File: config.mk
export PLATFORM = sky130hd
export DESIGN_NAME = zoom_controller_flat
export DESIGN_NICKNAME = d
export VERILOG_FILES = /design/src/rtl/zoom_if.sv /design/src/rtl/zoom_controller.sv /design/src/flat_wrapper.sv
export SDC_FILE = /design/constraint.sdc
export NUM_CORES = 1
export LEC_CHECK = 0
export ABC_AREA = 1
export CORE_MARGIN = 2
export CORE_UTILIZATION = 30
export DETAILED_ROUTE_END_ITERATION = 10
export GPL_ROUTABILITY_DRIVEN = 0
export SKIP_LAST_GASP = 1
export SLEW_MARGIN = 20
export SYNTH_ARGS = -nofsm -noshare
export SYNTH_HDL_FRONTEND = slang
export SYNTH_SLANG_ARGS = --single-unit
File: constraint.sdc
create_clock -name clk -period 17.1 [get_ports clk]
set_input_delay 2.565 -clock clk [delete_from_list [all_inputs] [get_ports clk]]
set_output_delay 2.565 -clock clk [all_outputs]
set_load 0.02 [all_outputs]
File: src/rtl/zoom_if.sv
// Front-panel and scaling-engine signals of the zoom controller.
// The controller connects through the slave modport; the panel/engine side uses master.
interface zoom_if;
    logic [3:0] sw;
    logic       key_zoom_in_n;
    logic       key_zoom_out_n;
    logic       engine_done;
    logic [1:0] algorithm_select;
    logic [2:0] scale_exp;
    logic       engine_start;
    logic       engine_busy;
    logic       no_switch_selected_error;
    logic       multiple_switches_error;
    logic       invalid_zoom_error;

    modport master (
        output sw, key_zoom_in_n, key_zoom_out_n, engine_done,
        input  algorithm_select, scale_exp, engine_start, engine_busy,
        input  no_switch_selected_error, multiple_switches_error, invalid_zoom_error
    );

    modport slave (
        input  sw, key_zoom_in_n, key_zoom_out_n, engine_done,
        output algorithm_select, scale_exp, engine_start, engine_busy,
        output no_switch_selected_error, multiple_switches_error, invalid_zoom_error
    );
endinterface

File: src/rtl/zoom_controller.sv
// Front-panel zoom controller: synchronises and debounces switches/keys, validates
// zoom requests against the algorithm class, and sequences the scaling engine.
module zoom_controller #(
    parameter int DEBOUNCE_CYCLES   = 1_000_000,
    parameter int ERROR_HOLD_CYCLES = 100_000_000,
    parameter int MAX_EXP           = 2
) (
    input  logic   clk,
    input  logic   reset,
    zoom_if.slave  bus
);
    localparam int DW = $clog2(DEBOUNCE_CYCLES + 1);
    localparam int HW = $clog2(ERROR_HOLD_CYCLES + 1);
    // Raw bit order {zoom_out_n, zoom_in_n, sw[3:0]}; keys idle released (high).
    localparam logic [5:0] RAW_IDLE = 6'b11_0000;
    localparam logic signed [3:0] MAX_S = 4'(MAX_EXP);

    typedef enum logic [1:0] {IDLE = 2'b00, START = 2'b01, BUSY = 2'b10} state_t;

    function automatic logic [2:0] count_ones(input logic [3:0] v);
        count_ones = {2'b00, v[0]} + {2'b00, v[1]} + {2'b00, v[2]} + {2'b00, v[3]};
    endfunction

    logic [5:0]    raw_s, sync1_r, sync2_r, deb_r, deb_prev_r;
    logic [DW-1:0] cnt_r [6];
    logic [3:0]    sw_deb_s;
    logic [2:0]    ones_s;
    logic          sw_valid_s, press_in_s, press_out_s;
    logic [1:0]    idx_s, alg_r;
    logic [2:0]    scale_r;
    logic signed [3:0] scale_ext_s, cand_s;
    logic          legal_s, alg_load_s, zoom_ok_s, zoom_bad_s, set_pend_s;
    logic          nse_r, mse_r, ize_r, pend_r, start_r, busy_r;
    logic [HW-1:0] hold_r;
    state_t        state_r, next_state_s;

    assign raw_s = {bus.key_zoom_out_n, bus.key_zoom_in_n, bus.sw};

    // Two-flop synchroniser for every raw panel input.
    always_ff @(posedge clk or posedge reset) begin
        if (reset) begin
            sync1_r <= RAW_IDLE;
            sync2_r <= RAW_IDLE;
        end else begin
            sync1_r <= raw_s;
            sync2_r <= sync1_r;
        end
    end

    // Per-bit debouncer: accept a new level after DEBOUNCE_CYCLES consecutive disagreeing samples.
    always_ff @(posedge clk or posedge reset) begin
        if (reset) begin
            deb_r      <= RAW_IDLE;
            deb_prev_r <= RAW_IDLE;
            for (int i = 0; i < 6; i++) cnt_r[i] <= {DW{1'b0}};
        end else begin
            deb_prev_r <= deb_r;
            for (int i = 0; i < 6; i++) begin
                if (sync2_r[i] == deb_r[i]) begin
                    cnt_r[i] <= {DW{1'b0}};
                end else if (cnt_r[i] == DW'(DEBOUNCE_CYCLES - 1)) begin
                    deb_r[i] <= sync2_r[i];
                    cnt_r[i] <= {DW{1'b0}};
                end else begin
                    cnt_r[i] <= cnt_r[i] + DW'(1);
                end
            end
        end
    end

    assign sw_deb_s    = deb_r[3:0];
    assign ones_s      = count_ones(sw_deb_s);
    assign sw_valid_s  = (ones_s == 3'd1);
    assign press_in_s  = deb_prev_r[4] & ~deb_r[4];
    assign press_out_s = deb_prev_r[5] & ~deb_r[5];
    assign scale_ext_s = {scale_r[2], scale_r};
    assign cand_s      = press_in_s ? (scale_ext_s + 4'sd1) : (scale_ext_s - 4'sd1);
    // Classes 00/01 only scale up, 10/11 only scale down.
    assign legal_s     = alg_r[1] ? ((cand_s >= -MAX_S) && (cand_s <= 4'sd0))
                                  : ((cand_s >= 4'sd0)  && (cand_s <= MAX_S));
    assign set_pend_s  = alg_load_s | zoom_ok_s;

    // Switch index decode and request classification.
    always_comb begin
        alg_load_s = 1'b0;
        zoom_ok_s  = 1'b0;
        zoom_bad_s = 1'b0;
        case (sw_deb_s)
            4'b0001: idx_s = 2'd0;
            4'b0010: idx_s = 2'd1;
            4'b0100: idx_s = 2'd2;
            4'b1000: idx_s = 2'd3;
            default: idx_s = 2'd0;
        endcase
        if (sw_valid_s) begin
            if (idx_s != alg_r) begin
                alg_load_s = 1'b1;
            end else if (press_in_s ^ press_out_s) begin
                if (legal_s) begin
                    zoom_ok_s = 1'b1;
                end else begin
                    zoom_bad_s = 1'b1;
                end
            end else begin
                alg_load_s = 1'b0;
            end
        end else begin
            alg_load_s = 1'b0;
        end
    end

    // Active configuration, switch flags and the timed invalid-zoom flag.
    always_ff @(posedge clk or posedge reset) begin
        if (reset) begin
            alg_r   <= 2'b00;
            scale_r <= 3'b000;
            nse_r   <= 1'b0;
            mse_r   <= 1'b0;
            ize_r   <= 1'b0;
            hold_r  <= {HW{1'b0}};
        end else begin
            nse_r <= (sw_deb_s == 4'b0000);
            mse_r <= (ones_s > 3'd1);
            if (alg_load_s) begin
                alg_r   <= idx_s;
                scale_r <= 3'b000;
            end else if (zoom_ok_s) begin
                scale_r <= cand_s[2:0];
            end
            if (zoom_bad_s) begin
                ize_r  <= 1'b1;
                hold_r <= HW'(ERROR_HOLD_CYCLES);
            end else if (zoom_ok_s) begin
                ize_r <= 1'b0;
            end else if (ize_r) begin
                if (hold_r == HW'(1)) ize_r <= 1'b0;
                hold_r <= hold_r - HW'(1);
            end
        end
    end

    // Engine sequencer state, registered handshake outputs and the one-deep pending request.
    always_ff @(posedge clk or posedge reset) begin
        if (reset) begin
            state_r <= IDLE;
            start_r <= 1'b0;
            busy_r  <= 1'b0;
            pend_r  <= 1'b0;
        end else begin
            state_r <= next_state_s;
            start_r <= (next_state_s == START);
            busy_r  <= (next_state_s != IDLE);
            pend_r  <= set_pend_s | (pend_r & (state_r != START));
        end
    end

    // Sequencer next state; a switch error holds a pending restart in IDLE.
    always_comb begin
        next_state_s = state_r;
        case (state_r)
            IDLE: begin
                if (pend_r && sw_valid_s) next_state_s = START;
                else                      next_state_s = IDLE;
            end
            START: next_state_s = BUSY;
            BUSY: begin
                if (bus.engine_done) next_state_s = IDLE;
                else                 next_state_s = BUSY;
            end
            default: next_state_s = IDLE;
        endcase
    end

    assign bus.algorithm_select         = alg_r;
    assign bus.scale_exp                = scale_r;
    assign bus.engine_start             = start_r;
    assign bus.engine_busy              = busy_r;
    assign bus.no_switch_selected_error = nse_r;
    assign bus.multiple_switches_error  = mse_r;
    assign bus.invalid_zoom_error       = ize_r;
endmodule

File: src/flat_wrapper.sv
// flat-port wrapper written by rule: the top's interface ports become plain ports
module zoom_controller_flat 
#(
    parameter int DEBOUNCE_CYCLES   = 1_000_000,
    parameter int ERROR_HOLD_CYCLES = 100_000_000,
    parameter int MAX_EXP           = 2
)
  (clk, reset, bus_sw, bus_key_zoom_in_n, bus_key_zoom_out_n, bus_engine_done, bus_algorithm_select, bus_scale_exp, bus_engine_start, bus_engine_busy, bus_no_switch_selected_error, bus_multiple_switches_error, bus_invalid_zoom_error);
  zoom_if bus_i ();
  input  logic clk;
  input  logic reset;
  input wire logic [$bits(bus_i.sw)-1:0] bus_sw;
  input wire logic [$bits(bus_i.key_zoom_in_n)-1:0] bus_key_zoom_in_n;
  input wire logic [$bits(bus_i.key_zoom_out_n)-1:0] bus_key_zoom_out_n;
  input wire logic [$bits(bus_i.engine_done)-1:0] bus_engine_done;
  output wire logic [$bits(bus_i.algorithm_select)-1:0] bus_algorithm_select;
  output wire logic [$bits(bus_i.scale_exp)-1:0] bus_scale_exp;
  output wire logic [$bits(bus_i.engine_start)-1:0] bus_engine_start;
  output wire logic [$bits(bus_i.engine_busy)-1:0] bus_engine_busy;
  output wire logic [$bits(bus_i.no_switch_selected_error)-1:0] bus_no_switch_selected_error;
  output wire logic [$bits(bus_i.multiple_switches_error)-1:0] bus_multiple_switches_error;
  output wire logic [$bits(bus_i.invalid_zoom_error)-1:0] bus_invalid_zoom_error;
  assign bus_i.sw = bus_sw;
  assign bus_i.key_zoom_in_n = bus_key_zoom_in_n;
  assign bus_i.key_zoom_out_n = bus_key_zoom_out_n;
  assign bus_i.engine_done = bus_engine_done;
  assign bus_algorithm_select = bus_i.algorithm_select;
  assign bus_scale_exp = bus_i.scale_exp;
  assign bus_engine_start = bus_i.engine_start;
  assign bus_engine_busy = bus_i.engine_busy;
  assign bus_no_switch_selected_error = bus_i.no_switch_selected_error;
  assign bus_multiple_switches_error = bus_i.multiple_switches_error;
  assign bus_invalid_zoom_error = bus_i.invalid_zoom_error;
  zoom_controller #(.DEBOUNCE_CYCLES(DEBOUNCE_CYCLES), .ERROR_HOLD_CYCLES(ERROR_HOLD_CYCLES), .MAX_EXP(MAX_EXP)) u_core (.clk(clk), .reset(reset), .bus(bus_i));
endmodule
# Word-level counts from Yosys, hierarchy flattened

Index checks and enable logic that the tools add are counted.

Flip-flop bits (word level): 184
Input bits: 9
Output and inout port bits: 10

Add/subtract/negate cells: 12
Magnitude comparators: 5
Eq/ne operators: 23
Multiplexer cells: 37
Bitwise gates (word level): 14
Reductions and logical operators: 15

Operator list:

| kind                    | count |
|---|---|
| $mux W20                | 12 |
| $add A20 B1 Y20 const B | 6 |
| $eq A20 B20 Y1 const B  | 6 |
| $mux W27                | 3 |
| $eq A27 B1 Y1 const B   | 1 |
| $sub A27 B1 Y27 const B | 1 |
| $mux W1                 | 16 |
| $reduce_and A2 Y1       | 7 |
| $pmux W2 S3             | 2 |
| $not A1 Y1              | 8 |
| $add A3 B1 Y3           | 2 |
| $eq A1 B1 Y1            | 6 |
| $mux W3                 | 2 |
| $reduce_bool A2 Y1      | 3 |
| $add A3 B2 Y4 const B   | 1 |
| $eq A2 B1 Y1 const B    | 2 |
| $eq A4 B2 Y1 const B    | 1 |
| $eq A4 B3 Y1 const B    | 1 |
| $eq A4 B4 Y1 const B    | 1 |
| $ge A4 B1 Y1 const B    | 1 |
| $ge A4 B2 Y1 const B    | 1 |
| $le A4 B1 Y1 const B    | 1 |
| $le A4 B3 Y1 const B    | 1 |
| $logic_not A4 Y1        | 1 |
| 15 further kinds        | 20 |

# Longest topological paths before layout

Word-level depth: 12
Gate-level depth with buffers: 16
Mapped depth without buffers: 15

# Worst setup path after synthesis

No wires, ideal clock.

Path kind: register to output
Start point: register u_core.scale_r[0] (netlist: u_core.bus.scale_exp[0])
End point: output bus_scale_exp[0]
Arrival: 0.529 ns
Path slack: 14.006 ns
Cell stages (with the launch flop): 1
Buffers on the path: 0
Path through: dfrtp_1

RTL lines:

| item                   | line                   | text |
|---|---|---|
| from (decl)            | zoom_controller.sv:30  | `logic [2:0] scale_r;` |
| from (signal assigned) | zoom_controller.sv:128 | `scale_r <= cand_s[2:0];` |
| to (decl)              | flat_wrapper.sv:17     | `output wire logic [$bits(bus_i.scale_exp)-1:0] bus_scale_exp;` |

No word-level cell between the ends.

# Worst setup path after layout

Start point: register u_core.ize_r (netlist: u_core.bus.invalid_zoom_error)
End point: output bus_invalid_zoom_error

RTL lines:

| item                   | line                   | text |
|---|---|---|
| from (decl)            | zoom_controller.sv:33  | `logic nse_r, mse_r, ize_r, pend_r, start_r, busy_r;` |
| from (signal assigned) | zoom_controller.sv:119 | `ize_r <= 1'b0;` |
| from (signal assigned) | zoom_controller.sv:131 | `ize_r <= 1'b1;` |
| from (signal assigned) | zoom_controller.sv:134 | `ize_r <= 1'b0;` |
| to (decl)              | flat_wrapper.sv:22     | `output wire logic [$bits(bus_i.invalid_zoom_error)-1:0] bus_invalid_zoom_error;` |

No word-level cell between the ends.

==> impl_metrics.csv <==
group,metric,value,unit
global_route,overflow,0,
timing,clock.fmax,215,MHz
synth,synth_ff_type,"dfrtp_1",
power_and_ir_drop,power_density,77.0,nW/um^2
global_route,grt_pass1_vias,7867,
detailed_routing,drtIter0Drc,518,
clocking,post_cts.repair.setup_buffers,0,
detailed_routing,vias,8210,
synth,yosysSeqAreaShare,0.455,
synth,synthAdderAreaFrac,0.0255,
timing,grt_setup_unrepaired,"no",
timing,setup_viol,0,
timing,finalHoldViolCount,0,
critical_path,crit_path_start_kind,"flip-flop",
synth,ys.warnings.count,0,
finish,area_growth,12.6,%
flow_run,cap_violations,0,
detailed_routing,ant_nets,0,
critical_path,critPathKind,"flip-flop to output port",
critical_path,r2r_slack,13.94,ns
synth,synth.net_count,1288,
power_and_ir_drop,leakage,5.11,nW
clocking,cts_buffer_depth,2,
finish,final_core_util,0.344,
detailed_routing,highest_layer,"met4",
critical_path,crit_arrival,2.09,ns
critical_path,slowest_delay,0.88,ns
floorplan,fp.dieW,186,um
clocking,worstSkewPairLatency,0.44,ns
floorplan,core_area,32500,um^2
run_status,status,"finished, final reports clean",
detailed_routing,wire_per_inst,12.4,um
clocking,cts_hold_buffers,0,
critical_path,crit_fanout,24,
worst_hold_path,hold_start,"u_core.sync1_r[3]$_DFF_PP0_",
finish,layout-drive-gt1-share,0.0739,
critical_path,r2r_cells,13,
power_and_ir_drop,finalPower,861,uW
clocking,numCtsBuffers,17,
finish,nets,1314,
timing,clock_skew,0.0130,ns
clocking,cts_resized,0,
clocking,cts_tree,"yes",
placement,place_hpwl,15.2,mm
synth,syn_avg_cell_area,7.88,um^2
timing,slew_viol_final,0,
synth,synth_compound_area_frac,0.0355,
timing,tns,0,ns
critical_path,crit_path_end_kind,"output port",
timing,tightestPinTransition,0.906,ns
clocking,clk_pin_slew,0.07,ns
critical_path,r2r_end,"u_core.hold_r[26]$_DFFE_PP0P_",
detailed_routing,route.met2.wl,9.74,mm
global_route,grt_pass1_wl,37.3,mm
synth,async_reset_ff_frac,1.00,
finish,final_cell_area,11200,um^2
floorplan,start_util,0.305,
critical_path,cp_slowest_cell,"dfrtp_1",
timing,hold_ws,0.349,ns
detailed_routing,drcViolationCount,0,
detailed_routing,drt_wl_total,21.6,mm
floorplan,dieArea,34600,um^2
synth,postSynthRegisterBits,180,
timing,period_minus_slack,4.66,ns
synth,synthSimpleGateAreaFrac,0.350,
synth,syn_inst,1260,
worst_hold_path,min_path_type,"flip-flop to flip-flop",
timing,worst_slew_margin_rel,0.396,
detailed_routing,m1WireLength,10.7,mm
synth,synth_top_family_by_area,"simple AND/OR/NAND/NOR gates",
timing,period_share,0.272,
critical_path,crit_chain,"clkdlybuf4s50_1",
detailed_routing,viasPerCell,4.72,
clocking,cts_root_buf,"clkbuf_16",
critical_path,critPathRequiredTime,14.53,ns
finish,insertedDiodeCount,0,
global_route,grt_usage,0.134,
synth,syn-cell-area,9930,um^2
placement,postPlaceCellArea,10600,um^2
synth,yosysUniqueCellTypes,45,
power_and_ir_drop,ir_drop,0.0654,mV
critical_path,rr_startpoint,"u_core.deb_r[0]$_DFFE_PP0P_",
synth,synth_edf_count,0,
worst_hold_path,hold_end,"u_core.sync2_r[3]$_DFF_PP0_",
floorplan,num_rows,66,
detailed_routing,dr.pass1.iters,6,
global_route,grt_max_degree,111,
clocking,cts.sinks,180,
synth,synth_xor_area_frac,0.0573,
floorplan,ioPinCount,19,
synth,synth_mux_area_frac,0.00454,
placement,portBuffers,18,
critical_path,crit_family,"flip-flops",
critical_path,cp_num_buf_inv,1,
worst_hold_path,worstHoldPathCells,0,
global_route,antenna_found_initial,0,
floorplan,fp.dieH,186,um
detailed_routing,wl_met3,869,um
clocking,htreeDepth,4,
[layout make-up]
class / instances / area, um^2
clock buffer: 19 / 453
clock inverter: 13 / 148
fill: 3430 / 21400
inverter: 166 / 631
multi-input combinational: 902 / 4690
sequential: 180 / 4510
tap: 442 / 553
timing repair buffer: 19 / 188
[per-stage QoR]
| step | worst slack [ns] | instances |
|---|---|---|
| 4_1_cts | 12.44 | 1741 |
| 5_1_grt | 12.37 | 1741 |
| 6_report | 12.44 | 1741 |
| 3_5_place_dp | 12.42 | 1709 |
| 3_3_place_gp | 12.42 | 1709 |
| 2_1_floorplan | 9.66 | 1260 |
[cell usage in the layout, fill, tap and decap left out, types with 8 or more instances in the layout]
| cell | netlist | final |
|---|---|---|
| nand2_2 | 8 | 8 |
| nand4_1 | 50 | 50 |
| o21ai_0 | 17 | 17 |
| nor3b_1 | 10 | 10 |
| clkdlybuf4s50_1 | 0 | 18 |
| nand3_1 | 114 | 114 |
| dfstp_2 | 8 | 8 |
| ha_1 | 17 | 17 |
| xor2_1 | 53 | 53 |
| nand2_1 | 238 | 238 |
| inv_1 | 155 | 154 |
| clkbuf_16 | 0 | 17 |
| nor2_2 | 11 | 11 |
| nor4_1 | 8 | 8 |
| xnor2_1 | 12 | 12 |
| nor3_1 | 39 | 39 |
| nand3_2 | 10 | 10 |
| dfrtp_1 | 172 | 172 |
| nand3b_1 | 15 | 15 |
| nor2_1 | 231 | 231 |
| a21oi_1 | 27 | 27 |
[Yosys cell counts (all sizes together) (4+ instances only)]
master / count / share of area
a21o: 4 / 0.0030
nand2: 248 / 0.097
nor4: 8 / 0.0050
ha: 17 / 0.021
buf: 8 / 0.0086
nor3: 46 / 0.027
dfstp: 8 / 0.021
nand4: 50 / 0.031
nand3: 125 / 0.069
clkinv: 4 / 0.0015
xnor2: 12 / 0.011
xor2: 53 / 0.047
clkbuf: 4 / 0.0015
a211oi: 5 / 0.0038
dfrtp: 172 / 0.43
nor3b: 11 / 0.0088
and3: 4 / 0.0025
nor2: 243 / 0.095
mux2: 4 / 0.0045
inv: 162 / 0.061
a21oi: 27 / 0.014
o21ai: 20 / 0.010
nand3b: 15 / 0.011
[cells by family (layout without fill, tap and decap cells)]
family | count (synthesis) | after routing
adder cells (fa/ha/maj) | 19 | 19
AND/OR/NAND/NOR | 752 | 752
flip-flops | 180 | 180
AO/OA/AOI/OAI | 62 | 62
buffers and inverters | 178 | 217
multiplexers | 4 | 4
XOR/XNOR | 65 | 65
[flip-flops by register name, summed over array words and instances, names as in the netlist, 2 cells and up]
register and count:
u_core.sync2_r 6, u_core.cnt_r 120, u_core.bus.algorithm_select 2, u_core.state_r 2
u_core.deb_prev_r 2, u_core.bus.scale_exp 3, u_core.sync1_r 6, u_core.deb_r 6
u_core.hold_r 27
[power by group]
part           internal, mW  switching (mW)
clock                 0.225           0.178
sequential            0.431         0.00375
combinational       0.00619          0.0174
total                 0.662           0.199
[routing by layer]
metal | vias to the layer above | track usage
li1 | 4111 | -
met1 | 3903 | 0.185
met2 | 175 | 0.211
met3 | 21 | 0.0252
met4 | 0 | 0.0409
met5 | - | 0
[worst max path at each step]
stage	start	end	slack [ns]	cells after the start
6_report	u_core.bus.invalid_zoom_error$_DFF_PP0_	bus_invalid_zoom_error	12.44	1
3_3_place_gp	reset	u_core.sync1_r[2]$_DFF_PP0_	12.42	3
4_1_cts	u_core.bus.invalid_zoom_error$_DFF_PP0_	bus_invalid_zoom_error	12.44	1
3_5_place_dp	reset	u_core.cnt_r[114]$_DFF_PP0_	12.42	3
2_1_floorplan	reset	u_core.bus.algorithm_select[0]$_DFFE_PP0P_	9.66	1
5_1_grt	u_core.bus.invalid_zoom_error$_DFF_PP0_	bus_invalid_zoom_error	12.37	1
Power figures use the tool's default switching activity.
